--- src/rtl/dm_arbiter_if.sv ---
// rtl/dm_arbiter_if.sv - two-master request/ack bus plus data-memory port of dm_arbiter
interface dm_arbiter_if #(
  parameter int AW = 10,
  parameter int DW = 32
);
  logic          m0_req;
  logic          m0_we;
  logic [AW-1:0] m0_addr;
  logic [DW-1:0] m0_wdata;
  logic          m0_ack;
  logic [DW-1:0] m0_rdata;

  logic          m1_req;
  logic          m1_we;
  logic [AW-1:0] m1_addr;
  logic [DW-1:0] m1_wdata;
  logic          m1_ack;
  logic [DW-1:0] m1_rdata;

  logic [AW-1:0] dm_addr;
  logic [DW-1:0] dm_din;
  logic          dm_we;
  logic [DW-1:0] dm_dout;

  modport slave (
    input  m0_req, m0_we, m0_addr, m0_wdata,
    output m0_ack, m0_rdata,
    input  m1_req, m1_we, m1_addr, m1_wdata,
    output m1_ack, m1_rdata,
    output dm_addr, dm_din, dm_we,
    input  dm_dout
  );

  modport master (
    output m0_req, m0_we, m0_addr, m0_wdata,
    input  m0_ack, m0_rdata,
    output m1_req, m1_we, m1_addr, m1_wdata,
    input  m1_ack, m1_rdata,
    input  dm_addr, dm_din, dm_we,
    output dm_dout
  );
endinterface

--- src/rtl/dm_arbiter.sv ---
// rtl/dm_arbiter.sv - two-master data-memory arbiter; define DM_ARB_RR_EN for round-robin
module dm_arbiter #(
  parameter int AW = 10,
  parameter int DW = 32
) (
  input  logic         clk,
  input  logic         rst,
  dm_arbiter_if.slave  bus
);

  typedef enum logic [1:0] {IDLE, ACC, DONE} state_t;

  state_t        state;
  state_t        state_nxt;
  logic          owner;
  logic          grant;
  logic          any_req;
  logic          cmd_we;
  logic [AW-1:0] cmd_addr;
  logic [DW-1:0] cmd_wdata;
  logic [DW-1:0] m0_rdata_q;
  logic [DW-1:0] m1_rdata_q;

  assign any_req = bus.m0_req | bus.m1_req;

`ifdef DM_ARB_RR_EN
  logic last_owner;

  // On contention the master that did not win last time is favoured.
  always_comb begin
    grant = 1'b0;
    if (bus.m0_req && bus.m1_req) begin
      grant = ~last_owner;
    end else begin
      grant = ~bus.m0_req;
    end
  end

  always_ff @(posedge clk or posedge rst) begin
    if (rst) begin
      last_owner <= 1'b1;
    end else if (state == IDLE && any_req) begin
      last_owner <= grant;
    end
  end
`else
  always_comb begin
    grant = ~bus.m0_req;
  end
`endif

  always_comb begin
    state_nxt = state;
    case (state)
      IDLE:    if (any_req) state_nxt = ACC;
      ACC:     state_nxt = DONE;
      DONE:    state_nxt = IDLE;
      default: state_nxt = IDLE;
    endcase
  end

  always_ff @(posedge clk or posedge rst) begin
    if (rst) begin
      state <= IDLE;
    end else begin
      state <= state_nxt;
    end
  end

  always_ff @(posedge clk or posedge rst) begin
    if (rst) begin
      owner     <= 1'b0;
      cmd_we    <= 1'b0;
      cmd_addr  <= '0;
      cmd_wdata <= '0;
    end else if (state == IDLE && any_req) begin
      owner     <= grant;
      cmd_we    <= grant ? bus.m1_we    : bus.m0_we;
      cmd_addr  <= grant ? bus.m1_addr  : bus.m0_addr;
      cmd_wdata <= grant ? bus.m1_wdata : bus.m0_wdata;
    end
  end

  always_ff @(posedge clk or posedge rst) begin
    if (rst) begin
      m0_rdata_q <= '0;
      m1_rdata_q <= '0;
    end else if (state == ACC && !cmd_we) begin
      if (owner) begin
        m1_rdata_q <= bus.dm_dout;
      end else begin
        m0_rdata_q <= bus.dm_dout;
      end
    end
  end

  // Write enable is state-decoded so an async reset in ACC kills it at once.
  assign bus.dm_addr  = cmd_addr;
  assign bus.dm_din   = cmd_wdata;
  assign bus.dm_we    = (state == ACC) && cmd_we;
  assign bus.m0_ack   = (state == DONE) && !owner;
  assign bus.m1_ack   = (state == DONE) && owner;
  assign bus.m0_rdata = m0_rdata_q;
  assign bus.m1_rdata = m1_rdata_q;

endmodule

--- src/flat_wrapper.sv ---
// flat-port wrapper written by rule: the top's interface ports become plain ports
module dm_arbiter_flat 
#(
  parameter int AW = 10,
  parameter int DW = 32
)
  (clk, rst, bus_m0_req, bus_m0_we, bus_m0_addr, bus_m0_wdata, bus_m0_ack, bus_m0_rdata, bus_m1_req, bus_m1_we, bus_m1_addr, bus_m1_wdata, bus_m1_ack, bus_m1_rdata, bus_dm_addr, bus_dm_din, bus_dm_we, bus_dm_dout);
  dm_arbiter_if #(.AW(AW), .DW(DW)) bus_i ();
  input  logic clk;
  input  logic rst;
  input wire logic [$bits(bus_i.m0_req)-1:0] bus_m0_req;
  input wire logic [$bits(bus_i.m0_we)-1:0] bus_m0_we;
  input wire logic [$bits(bus_i.m0_addr)-1:0] bus_m0_addr;
  input wire logic [$bits(bus_i.m0_wdata)-1:0] bus_m0_wdata;
  output wire logic [$bits(bus_i.m0_ack)-1:0] bus_m0_ack;
  output wire logic [$bits(bus_i.m0_rdata)-1:0] bus_m0_rdata;
  input wire logic [$bits(bus_i.m1_req)-1:0] bus_m1_req;
  input wire logic [$bits(bus_i.m1_we)-1:0] bus_m1_we;
  input wire logic [$bits(bus_i.m1_addr)-1:0] bus_m1_addr;
  input wire logic [$bits(bus_i.m1_wdata)-1:0] bus_m1_wdata;
  output wire logic [$bits(bus_i.m1_ack)-1:0] bus_m1_ack;
  output wire logic [$bits(bus_i.m1_rdata)-1:0] bus_m1_rdata;
  output wire logic [$bits(bus_i.dm_addr)-1:0] bus_dm_addr;
  output wire logic [$bits(bus_i.dm_din)-1:0] bus_dm_din;
  output wire logic [$bits(bus_i.dm_we)-1:0] bus_dm_we;
  input wire logic [$bits(bus_i.dm_dout)-1:0] bus_dm_dout;
  assign bus_i.m0_req = bus_m0_req;
  assign bus_i.m0_we = bus_m0_we;
  assign bus_i.m0_addr = bus_m0_addr;
  assign bus_i.m0_wdata = bus_m0_wdata;
  assign bus_m0_ack = bus_i.m0_ack;
  assign bus_m0_rdata = bus_i.m0_rdata;
  assign bus_i.m1_req = bus_m1_req;
  assign bus_i.m1_we = bus_m1_we;
  assign bus_i.m1_addr = bus_m1_addr;
  assign bus_i.m1_wdata = bus_m1_wdata;
  assign bus_m1_ack = bus_i.m1_ack;
  assign bus_m1_rdata = bus_i.m1_rdata;
  assign bus_dm_addr = bus_i.dm_addr;
  assign bus_dm_din = bus_i.dm_din;
  assign bus_dm_we = bus_i.dm_we;
  assign bus_i.dm_dout = bus_dm_dout;
  dm_arbiter #(.AW(AW), .DW(DW)) u_core (.clk(clk), .rst(rst), .bus(bus_i));
endmodule
--- config.mk ---
export PLATFORM = sky130hd
export DESIGN_NAME = dm_arbiter_flat
export DESIGN_NICKNAME = d
export VERILOG_FILES = /design/src/rtl/dm_arbiter_if.sv /design/src/rtl/dm_arbiter.sv /design/src/flat_wrapper.sv
export SDC_FILE = /design/constraint.sdc
export NUM_CORES = 1
export LEC_CHECK = 0
export BUFFER_PORTS_ARGS = -buffer_cell sky130_fd_sc_hd__buf_4
export CAP_MARGIN = 40
export CELL_PAD_IN_SITES_DETAIL_PLACEMENT = 1
export CELL_PAD_IN_SITES_GLOBAL_PLACEMENT = 1
export CORE_MARGIN = 4
export CORE_UTILIZATION = 40
export CTS_BUF_LIST = sky130_fd_sc_hd__clkbuf_4 sky130_fd_sc_hd__clkbuf_8
export CTS_CLUSTER_SIZE = 24
export DETAILED_ROUTE_END_ITERATION = 8
export PLACE_DENSITY = 0.95
export SYNTH_ARGS = -nofsm -noshare
export SYNTH_HDL_FRONTEND = slang
export SYNTH_SLANG_ARGS = --single-unit
--- constraint.sdc ---
create_clock -name clk -period 8.14 [get_ports clk]
set_input_delay 1.628 -clock clk [delete_from_list [all_inputs] [get_ports clk]]
set_output_delay 1.628 -clock clk [all_outputs]
set_load 0.01 [all_outputs]
; ---- Word level (Yosys, flattened, before mapping)
; Index checks and enable logic that the tools add are counted.
[word_totals]
regBits = 110
output_inout_bits = 109
elab_cells = 28
[op_classes]
bitwise = 3
muxes = 5
eq_ne = 3
reduce_logical = 10
[op_table]
columns = cell, count
row1 = $mux 32, 1
row2 = $mux 10, 1
row3 = $logic_and 1x1->1, 5
row4 = $pmux 2 s2, 1
row5 = $reduce_and 2->1, 2
row6 = $eq 2x1->1 const B, 1
row7 = $eq 2x2->1 const B, 1
row8 = $logic_not 1->1, 2
row9 = $logic_not 2->1, 1
row10 = $mux 2, 1
row11 = $ne 2x1->1 const B, 1
row12 = $not 1->1, 2
row13 = $mux 1, 1
row14 = $or 1x1->1, 1

; ---- Longest topological paths before layout
; Gate-level depths: netlist of the first run.
[logic_depth]
depth_word = 3
mapped_depth = 5

; ---- Worst setup path before layout of the first run
; OpenSTA, ideal clock, no wires.
[synth_timing]
path_kind = input-to-reg
startpoint = in bus_m0_req
endpoint = reg u_core.cmd_addr[0] (netlist: u_core.bus.dm_addr[0])
path_buffers = 2
arrival_time_ns = 2.591
setup_time_ns = 0.125
slack_ns = 5.425
cell_stages = 4
required_ns = 8.015
cell_sequence = buf_2 -> buf_2 -> mux2_2 -> mux2_2
[synth_between]
elab_chain_len = 2
[synth_lines]
columns = element, line
row1 = "start, declared", flat_wrapper.sv:11  ; input wire logic [$bits(bus_i.m0_req)-1:0] bus_m0_req;
row2 = $or 1x1->1, dm_arbiter.sv:24  ; assign any_req = bus.m0_req | bus.m1_req;
row3 = $logic_and 1x1->1, dm_arbiter.sv:76  ; end else if (state == IDLE && any_req) begin
row4 = "end signal, assigned", dm_arbiter.sv:79  ; cmd_addr <= grant ? bus.m1_addr : bus.m0_addr;
row5 = "end, declared", dm_arbiter.sv:19  ; logic [AW-1:0] cmd_addr;
; Parallel ways exist; a longest one is shown, timed or not.
; A chain may end at the register's enable or synchronous reset.

; ---- Final worst setup path of the first run
[layout_timing]
startpoint = reg u_core.state[0]
endpoint = out bus_dm_we
[layout_between]
elab_chain_len = 2
[layout_lines]
columns = element, line
row1 = "start, declared", dm_arbiter.sv:13  ; state_t state;
row2 = "start signal, assigned", dm_arbiter.sv:66  ; state <= state_nxt;
row3 = $eq 2x1->1, dm_arbiter.sv:100  ; assign bus.dm_we = (state == ACC) && cmd_we;
row4 = $logic_and 1x1->1, dm_arbiter.sv:100
row5 = "end, declared", flat_wrapper.sv:25  ; output wire logic [$bits(bus_i.dm_we)-1:0] bus_dm_we;
; Every way passes these cells.

==> flow_summary_export.csv, run 1 <==
group,metric,value,unit
status,status,"finished, final reports clean",
sta,tns,0,ns
detailed_routing,wire_per_inst,19.12,um
finish,fillers,1141,
sta,max_freq,0.3471,GHz
setup_path,critPathMaxFanout,4,
global_routing,track_usage,0.1843,
detailed_routing,num_vias,3278,
finish,multi_input_comb_area,1802,sq um
setup_path,cp-end-kind,"output pin",
floorplanning,num_rows,39,
floorplanning,die_width,116.3,um
sta,fin_crit_sh,0.3540,
global_routing,grt_pass1_wl,19070,um
cts,cts_tree,"yes",
place,place_ws,4.858,ns
cts,postCtsSetupBuffers,0,
global_routing,grt_max_degree,62,
synth,syn_nets,410,
place,place_area,6509,sq um
sta,setup_viol,0,
setup_path,crit_required,6.51,ns
sta,layout_setup_ws,5.259,ns
synth,ys_ff_latch,110,
cts,cts_buffer_depth,2,
synth,ys_warn_count,0,
setup_path,slowest_delay,0.43,ns
place,io_buffers,230,
floorplanning,io_pins,231,
floorplanning,core_area,11470,sq um
setup_path,arrival,1.25,ns
finish,diodes,0,
cts,clk_pin_slew_worst_paths,0.10,ns
finish,syn_to_final_growth,43.33,%
cts,hold_buffers,0,
global_routing,antenna_found_initial,0,
cts,cts-buffers-inserted,9,
floorplanning,die_h,116.3,um
finish,seq_area,2753,sq um
pwr,p_leak,0.003186,uW
worst_hold_path,worstHoldPathType,"reg -> reg",
synth,synth_top_area_frac,0.5870,
flow_run,max_cap_violations,0,
synth,synth_area_per_cell,16.28,sq um
sta,tightest_slew,0.7554,ns
finish,final_area,6721,sq um
synth,seq_area_frac_synth,0.5870,
sta,relSlewSlack,0.4959,
detailed_routing,finalWirelength,12690,um
global_routing,grt_pass1_vias,3657,
floorplanning,initial_core_util,0.4089,
cts,clock_sinks,110,
detailed_routing,final_antenna_net_count,0,
setup_path,critPathSlowestCell,"dfrtp_1",
synth,syn_inst,288,
finish,fin_nets,638,
cts,root_buffer,"clkbuf_8",
sta,slew_violations,0,
synth,synth_cell_types,17,
setup_path,crit_path_start_kind,"flop",
synth,netlist_top_cells_area,"dfrtp_1 59%, mux2_2 34%, mux2_4 2.2%, buf_6 1.4%, buf_2 0.64%",
pwr,p_per_area,375.2,nW/um^2
setup_path,crit_type,"reg -> out",
cts,ctsHtreeMaxLevel,3,
cts,worst_skew_pair.late_latency,0.37,ns
sta,rsz0062_at_grt,"no",
synth,synth_area_leader_cell,"dfrtp_1",
sta,min_period,2.881,ns
finish,drive_above_1_share,0.7716,
detailed_routing,vias_per_cell,4.937,
cts,cts_resized,0,
place,gp_congestion,0.7859,
place,hpwl,9866,um
global_routing,grt_overflow,0,
sta,skew,0.008091,ns
floorplanning,dieArea,13520,sq um
synth,syn-cell-area,4689,sq um
detailed_routing,drt_iter0_drc,127,
sta,timing_hold_violations_final,0,
setup_path,crit_chain,"nor2b_4 -> and2_1 -> buf_4",
detailed_routing,drt-pass1-iter-count,4,
pwr,peakVddDrop,0.0001940,V
detailed_routing,drc,0,
[critical path, delay by kind of cell, from the launching register on]
kind          cells  cell delay, ns
simple gates      2            0.31
flops             1            0.43
buf+inv           1            0.14
[layer usage]
metal,routed length [um],vias to the layer above,part of all wire,track usage
met1,4571,1648,0.36,0.2126
li1,-,1480,-,-
met4,216,0,0.017,0.06265
met3,1104,17,0.087,0.04974
met5,0,-,0,0
met2,6802,133,0.54,0.3303
[through the flow]
stage                     utilization  cells  hold slack [ns]  total power (uW)
final                          0.5861    664           0.5066              2522
after global routing           0.5861    664           0.5290              2672
after CTS                      0.5861    664           0.5066              2561
after detailed placement       0.5676    648           0.4841              2209
after global placement         0.5658    647           0.4736              2127
after floorplan                     -    288           0.4812              1591
[logic make-up (layout without fill, tap and decap cells)]
| family | count (synthesis) | in the layout | share of synthesized area |
|---|---|---|---|
| buffers and inverters | 18 | 251 | 0.02908 |
| multiplexers | 150 | 150 | 0.3658 |
| flip-flops | 110 | 110 | 0.5870 |
| AO/OA/AOI/OAI | 3 | 3 | 0.003736 |
| AND/OR/NAND/NOR | 7 | 7 | 0.01441 |
[cell usage in the layout, fill, tap and decap left out]
cell | netlist | layout
nor2b_4 | 1 | 1
mux2_1 | 2 | 2
dfrtp_1 | 110 | 110
mux2_4 | 7 | 7
o21a_2 | 0 | 1
clkbuf_8 | 0 | 11
inv_4 | 0 | 1
clkbuf_4 | 0 | 1
a21oi_1 | 2 | 2
mux2_2 | 141 | 141
and3b_1 | 2 | 2
nor3b_4 | 1 | 1
and2_1 | 1 | 1
bufinv_16 | 0 | 1
nor3b_1 | 1 | 1
inv_6 | 0 | 1
nor2_1 | 1 | 1
buf_4 | 4 | 233
clkinvlp_4 | 0 | 2
buf_12 | 0 | 1
[flip-flops by register name, indices dropped and copies added, names as in the netlist]
signal,flops
u_core.owner,1
u_core.bus.dm_addr,10
u_core.state,2
u_core.bus.dm_din,32
u_core.cmd_we,1
u_core.bus.m0_rdata,32
u_core.bus.m1_rdata,32
[report_power, final]
| part | switching, uW | leakage, uW | total (uW) | internal, uW |
|---|---|---|---|---|
| Sequential | 170 | 0.00131 | 998 | 828 |
| Combinational | 474 | 0.00178 | 1180 | 702 |
| Clock | 184 | 0.000103 | 347 | 164 |
[cells in the mapped netlist (all sizes together)]
cell / instances
o21a: 1
and2: 1
and3b: 2
a21oi: 2
buf: 16
mux2: 150
inv: 1
nor2b: 1
nor3b: 2
clkbuf: 1
nor2: 1
dfrtp: 110
[cell type report]
class	instances	share of cell area
flip-flops and latches	110	0.4095
multi-input cells	160	0.2681
repair buffers	234	0.2632
well taps	143	0.02662
clock buffers	12	0.02364
clock inverters	4	0.008004
inverters	1	0.0009308
[final timing paths]
| kind | from | endpoint | slack (ns) | cells after the start |
|---|---|---|---|---|
| max | u_core.state[0]$_DFFE_PP0P_ | bus_dm_we | 5.26 | 3 |
| min | u_core.bus.m0_rdata[26]$_DFFE_PP0P_ | u_core.bus.m0_rdata[26]$_DFFE_PP0P_ | 0.51 | 1 |
| max reg2reg | u_core.state[0]$_DFFE_PP0P_ | u_core.bus.m0_rdata[12]$_DFFE_PP0P_ | 5.94 | 4 |
| min reg2reg | u_core.bus.m0_rdata[26]$_DFFE_PP0P_ | u_core.bus.m0_rdata[26]$_DFFE_PP0P_ | 0.51 | 1 |
| max in group asynchronous | rst | u_core.bus.dm_din[10]$_DFFE_PP0P_ | 5.60 | 3 |
| min in group asynchronous | rst | u_core.bus.dm_addr[6]$_DFFE_PP0P_ | 1.35 | 2 |
Note: power is estimated with default switching activity, not from simulation.
==> inputs of run 2 (changes only) <==
Settings changed: ABC_AREA set to 1, CORE_UTILIZATION 40 to 34, PLACE_DENSITY 0.95 to 0.9.
Clock period 8.14 ns to 2.8 ns, I/O delays scaled along.
==> flow_summary_export.csv, run 2 <==
group,metric,value,unit
floorplanning,die_width,129.2,um
sta,fin_crit_sh,0.6960,
pwr,p_sw,3090,uW
cts,cts_buffer_depth,2,
setup_path,crit_top_cell,"buf_4",
synth,ys_ff_latch,110,
cts,cts_tree,"yes",
pwr,peakVddDrop,0.0003411,V
setup_path,critPathBufInv,2,
place,io_buffers,230,
setup_path,crit_required,2.24,ns
floorplanning,core_area,14480,sq um
synth,ys.flop_type,"dfrtp_1",
setup_path,crit_path_start_kind,"flop",
pwr,p_leak,0.003961,uW
pwr,swShare,0.4126,
detailed_routing,finalWirelength,16260,um
finish,multi_input_comb_area,1943,sq um
cts,worst_skew_pair.late_latency,0.37,ns
sta,min_period,1.949,ns
setup_path,cp-end-kind,"output pin",
setup_path,critPathSlowestCell,"dfrtp_1",
global_routing,track_usage,0.1942,
detailed_routing,drt-pass1-iter-count,4,
synth,syn_inst,623,
cts,root_buffer,"clkbuf_8",
setup_path,crit_chain,"buf_4 -> nor3_1 -> buf_4",
synth,synth_area_leader_cell,"dfrtp_1",
global_routing,use_met2,0.3177,
cts,cts-buffers-inserted,9,
synth,synth_top_area_frac,0.5510,
floorplanning,num_rows,44,
setup_path,reg2reg_from,"u_core.state[1]$_DFFE_PP0P_",
global_routing,grtUsageMet3,0.07255,
setup_path,startpoint,"u_core.owner$_DFFE_PP0P_",
synth,synth_cell_types,18,
synth,ys_warn_count,0,
place,hpwl,11830,um
synth,yosysMostFrequentCell,"nand2_1",
pwr,seqPwrFrac,0.379,
setup_path,slowest_delay,0.40,ns
setup_path,critPathMaxFanout,34,
finish,syn_to_final_growth,39.57,%
cts,cts_resized,0,
finish,fin_nets,950,
finish,final_cell_mix,"386 x nand2_1, 237 x buf_4, 110 x dfrtp_1",
synth,synth_async_sr_flop_share,1.000,
synth,seq_area_frac_synth,0.5510,
setup_path,crit_type,"reg -> out",
global_routing,grt-busiest-layer,"met2",
global_routing,grt_pass1_wl,26120,um
detailed_routing,wire_per_inst,15.99,um
finish,post-route-util,0.4816,
global_routing,met1_usage,0.2451,
detailed_routing,num_vias,4959,
pwr,p_int,4399,uW
synth,synth_edf_count,0,
sta,relSlewSlack,0.5172,
sta,max_freq,0.5132,GHz
sta,timing_hold_violations_final,0,
cts,clk_pin_slew_worst_paths,0.10,ns
global_routing,grt_pass1_vias,5023,
status,status,"finished, final reports clean",
detailed_routing,drc,0,
finish,seq_area,2753,sq um
finish,diodes,0,
pwr,p_per_area,1074,nW/um^2
synth,synth_area_per_cell,8.019,sq um
cts,ctsHtreeMaxLevel,3,
cts,clock_sinks,110,
sta,tns,0,ns
detailed_routing,final_antenna_net_count,0,
sta,tightest_slew,0.7242,ns
sta,slew_violations,0,
global_routing,grt_max_degree,111,
synth,syn-cell-area,4996,sq um
synth,netlist_top_cells_area,"dfrtp_1 55%, nand2_1 29%, nand4_1 8.0%, buf_2 2.4%, buf_6 2.3%",
sta,hold-worst-slack,0.2998,ns
detailed_routing,drt_iter0_drc,257,
worst_hold_path,worstHoldPathType,"in -> async",
finish,drive_above_1_share,0.3169,
global_routing,grt_overflow,0,
detailed_routing,vias_per_cell,4.876,
flow_run,max_cap_violations,0,
sta,skew,0.009211,ns
global_routing,antenna_found_initial,0,
floorplanning,dieArea,16700,sq um
sta,setup_viol,0,
finish,fillers,1800,
synth,synthTopCellsByCount,"386 x nand2_1, 110 x dfrtp_1, 64 x nand4_1, 24 x buf_2, 10 x buf_6",
place,gp_congestion,0.8078,
synth,syn_nets,745,
setup_path,arrival,1.39,ns
floorplanning,io_pins,231,
sta,rsz0062_at_grt,"no",
finish,final_common_cell,"nand2_1",
cts,postCtsSetupBuffers,0,
floorplanning,initial_core_util,0.3451,
pwr,p_comb_frac,0.480,
pwr,pwr-share-clk,0.141,
setup_path,cp_top_family,"buffers and inverters",
floorplanning,die_h,129.2,um
cts,hold_buffers,0,
-- run 2: changes by cell type in the layout (fill, tap and decap cells not counted), sizes merged, moves of 4 or more --
cell   previous run  this run
nand2             0       386
mux2            150         0
nand4             0        64
buf             234       238
inv               2         6
nor2              1         5
-- run 2: worst reg2reg max path, cell delays in order, from the launching register on --
cell and delay (ns):
dfrtp_1 0.45, nor2_4 0.30, nand3_1 0.33, buf_4 0.34, nand2_1 0.13, nand2_1 0.06
-- run 2: power groups by stage --
| stage | combinational [uW] | clock, uW | sequential, uW |
|---|---|---|---|
| after global placement | 3560 | 0 | 2830 |
| after detailed placement | 3680 | 0 | 2860 |
| after global routing | 4040 | 1160 | 2930 |
| final | 3600 | 1050 | 2840 |
| after floorplan | 1640 | 0 | 3130 |
| after CTS | 3680 | 1090 | 2850 |
-- run 2: layer usage --
layer / part of all wire / vias up / routed length, um
met5: 0 / - / 0
met4: 0.010 / 0 / 165
met3: 0.11 / 11 / 1850
met2: 0.47 / 204 / 7640
met1: 0.41 / 2360 / 6606
li1: - / 2384 / -
-- run 2: logic make-up (layout without fill, tap and decap cells) --
kind of cell	after synthesis	after routing	synth area share
flip-flops	110	110	0.5510
AND/OR/NAND/NOR	460	460	0.3847
AO/OA/AOI/OAI	2	2	0.004257
buffers and inverters	51	261	0.06011
-- run 2: final cells by class --
cell class	instances	share of cell area
inverter	7	0.004306
tap	184	0.03302
clock buffer	10	0.01884
clock inverter	6	0.01238
timing repair buffer	238	0.2580
sequential	110	0.3948
multi-input combinational	462	0.2787
-- run 2: final timing paths --
path | end | slack [ns] | cells past startpoint
max | bus_m0_ack | 0.85 | 3
max in group asynchronous | u_core.bus.dm_addr[1]$_DFFE_PP0P_ | 1.94 | 3
min in group clk | u_core.bus.m1_rdata[1]$_DFFE_PP0P_ | 0.44 | 3
min | u_core.bus.m0_rdata[30]$_DFFE_PP0P_ | 0.30 | 3
min reg2reg | u_core.bus.m1_rdata[17]$_DFFE_PP0P_ | 0.48 | 2
max reg2reg | u_core.bus.m1_rdata[25]$_DFFE_PP0P_ | 1.09 | 5
-- run 2: per-stage QoR --
stage	setup slack [ns]	std cells	cell area [sq um]	power, uW
2_1_floorplan	0.9105	623	5000	4777
3_3_place_gp	0.8892	1001	6755	6395
3_5_place_dp	0.8455	1001	6755	6539
4_1_cts	0.7984	1017	6973	7625
5_1_grt	0.7304	1017	6973	8137
6_report	0.8513	1017	6973	7489
==> inputs of run 3 (changes only) <==
Clock period 2.8 ns to 2 ns, I/O delays scaled along.
==> flow_summary_export.csv, run 3 (same netlist as run 2, synthesis figures left out) <==
group,metric,value,unit
pwr,swShare,0.4211,
floorplanning,die_width,129.2,um
detailed_routing,drt-pass1-iter-count,4,
cts,cts_buffer_depth,2,
setup_path,critPathSlowestCell,"dfrtp_1",
sta,hold-worst-slack,0.2866,ns
floorplanning,num_rows,44,
sta,skew,0.01170,ns
setup_path,critPathBufInv,2,
pwr,p_leak,0.003990,uW
global_routing,grt_pass1_wl,26530,um
flow_run,max_cap_violations,0,
finish,syn_to_final_growth,40.80,%
pwr,p_int,6072,uW
detailed_routing,num_vias,4957,
setup_path,ff2ff_setup_slack,0.37,ns
cts,root_buffer,"clkbuf_8",
sta,timing_hold_violations_final,0,
sta,setup_viol,0,
finish,final_cell_mix,"386 x nand2_1, 238 x buf_4, 109 x dfrtp_1",
detailed_routing,final_antenna_net_count,0,
cts,worst_skew_pair.late_latency,0.37,ns
status,status,"finished, final reports clean",
pwr,p_per_area,1491,nW/um^2
detailed_routing,wire_per_inst,16.49,um
global_routing,track_usage,0.1994,
pwr,peakVddDrop,0.0004201,V
detailed_routing,finalWirelength,16870,um
sta,min_period,1.780,ns
sta,relSlewSlack,0.5176,
finish,final_common_cell,"nand2_1",
worst_hold_path,worstHoldPathType,"in -> reg",
detailed_routing,vias_per_cell,4.846,
finish,diodes,0,
finish,fin_nets,956,
floorplanning,initial_core_util,0.3451,
sta,tightest_slew,0.7226,ns
floorplanning,die_h,129.2,um
setup_path,crit_path_start_kind,"flop",
global_routing,grt_pass1_vias,5074,
cts,cts-buffers-inserted,9,
cts,cts_tree,"yes",
finish,multi_input_comb_area,1948,sq um
floorplanning,core_area,14480,sq um
global_routing,antenna_found_initial,0,
global_routing,grt_max_degree,57,
sta,max_freq,0.5618,GHz
place,gp_congestion,0.7877,
pwr,seqPwrFrac,0.384,
setup_path,cp_top_family,"flip-flops",
setup_path,crit_chain,"inv_1 -> nor3_2 -> buf_4",
detailed_routing,drt_iter0_drc,304,
finish,drive_above_1_share,0.3230,
setup_path,critPathMaxFanout,4,
setup_path,slowest_delay,0.46,ns
detailed_routing,drc,0,
setup_path,crit_type,"reg -> out",
sta,fin_crit_sh,0.8900,
finish,seq_area,2754,sq um
cts,clk_pin_slew_worst_paths,0.10,ns
cts,ctsHtreeMaxLevel,3,
setup_path,cp-end-kind,"output pin",
global_routing,grt_overflow,0,
sta,rsz0062_at_grt,"no",
pwr,p_comb_frac,0.496,
floorplanning,io_pins,231,
setup_path,arrival,1.38,ns
place,hpwl,12490,um
sta,slew_violations,0,
sta,tns,0,ns
finish,fillers,1798,
pwr,p_sw,4416,uW
pwr,pwr-share-clk,0.120,
floorplanning,dieArea,16700,sq um
cts,clock_sinks,110,
cts,postCtsSetupBuffers,0,
place,io_buffers,230,
setup_path,crit_required,1.60,ns
-- run 3: layer usage --
metal | part of all wire | track usage | vias to the layer above | wire, um
met5 | 0 | 0 | - | 0
met2 | 0.47 | 0.3220 | 199 | 7877
met1 | 0.42 | 0.2621 | 2352 | 7013
li1 | - | - | 2394 | -
met3 | 0.11 | 0.06307 | 12 | 1810
met4 | 0.0097 | 0.04941 | 0 | 164
-- run 3: layout make-up --
class                   count  share of cell area
clock buffers              12             0.02170
clock inverters             4            0.003202
inverters                   7            0.004269
multi-input cells         462              0.2769
flip-flops and latches    110              0.3915
well taps                 184             0.03273
repair buffers            244              0.2697
-- run 3: what timing repair did --
action,CTS,global route
hold buffers,1,0
resized for setup,0,2
hold endpoints to repair,12,0
endpoints found under the setup margin,0,1
-- run 3: power by group through the flow --
stage / sequential (uW) / combinational, uW / clock, uW
after detailed placement: 4050 / 5300 / 0
final: 4030 / 5210 / 1260
after global routing: 4170 / 5810 / 1390
after global placement: 4020 / 5110 / 0
after CTS: 4030 / 5290 / 1310
after floorplan: 4390 / 2300 / 0
-- run 3: metrics by stage --
| step | instance area (sq um) | instances | worst slack (ns) | power, uW | utilization |
|---|---|---|---|---|---|
| 2_1_floorplan | 5000 | 623 | 0.2705 | 6687 | - |
| 3_3_place_gp | 6843 | 1006 | 0.4289 | 9124 | 0.4726 |
| 3_5_place_dp | 6843 | 1006 | 0.3555 | 9350 | 0.4726 |
| 4_1_cts | 7028 | 1023 | 0.003168 | 10640 | 0.4854 |
| 5_1_grt | 7034 | 1023 | 0.09420 | 11360 | 0.4858 |
| 6_report | 7034 | 1023 | 0.2201 | 10490 | 0.4858 |
-- run 3: final timing paths --
check | startpoint | endpoint | cells past startpoint
min in group asynchronous | rst | u_core.bus.m0_rdata[27]$_DFFE_PP0P_ | 3
max reg2reg | u_core.owner$_DFFE_PP0P_ | u_core.bus.m0_rdata[8]$_DFFE_PP0P_ | 6
min reg2reg | u_core.bus.m0_rdata[1]$_DFFE_PP0P_ | u_core.bus.m0_rdata[1]$_DFFE_PP0P_ | 2
max | u_core.state[1]$_DFFE_PP0P_ | bus_m1_ack | 3
min | bus_dm_dout[9] | u_core.bus.m1_rdata[9]$_DFFE_PP0P_ | 3
max in group asynchronous | rst | u_core.owner$_DFFE_PP0P_ | 4
-- run 3: worst register-to-register path: stages (launching register included) --
cell and delay, ns:
dfrtp_2 0.50, inv_2 0.09, buf_4 0.35, nand3_1 0.14
buf_4 0.28, nand2_1 0.12, nand2_1 0.06
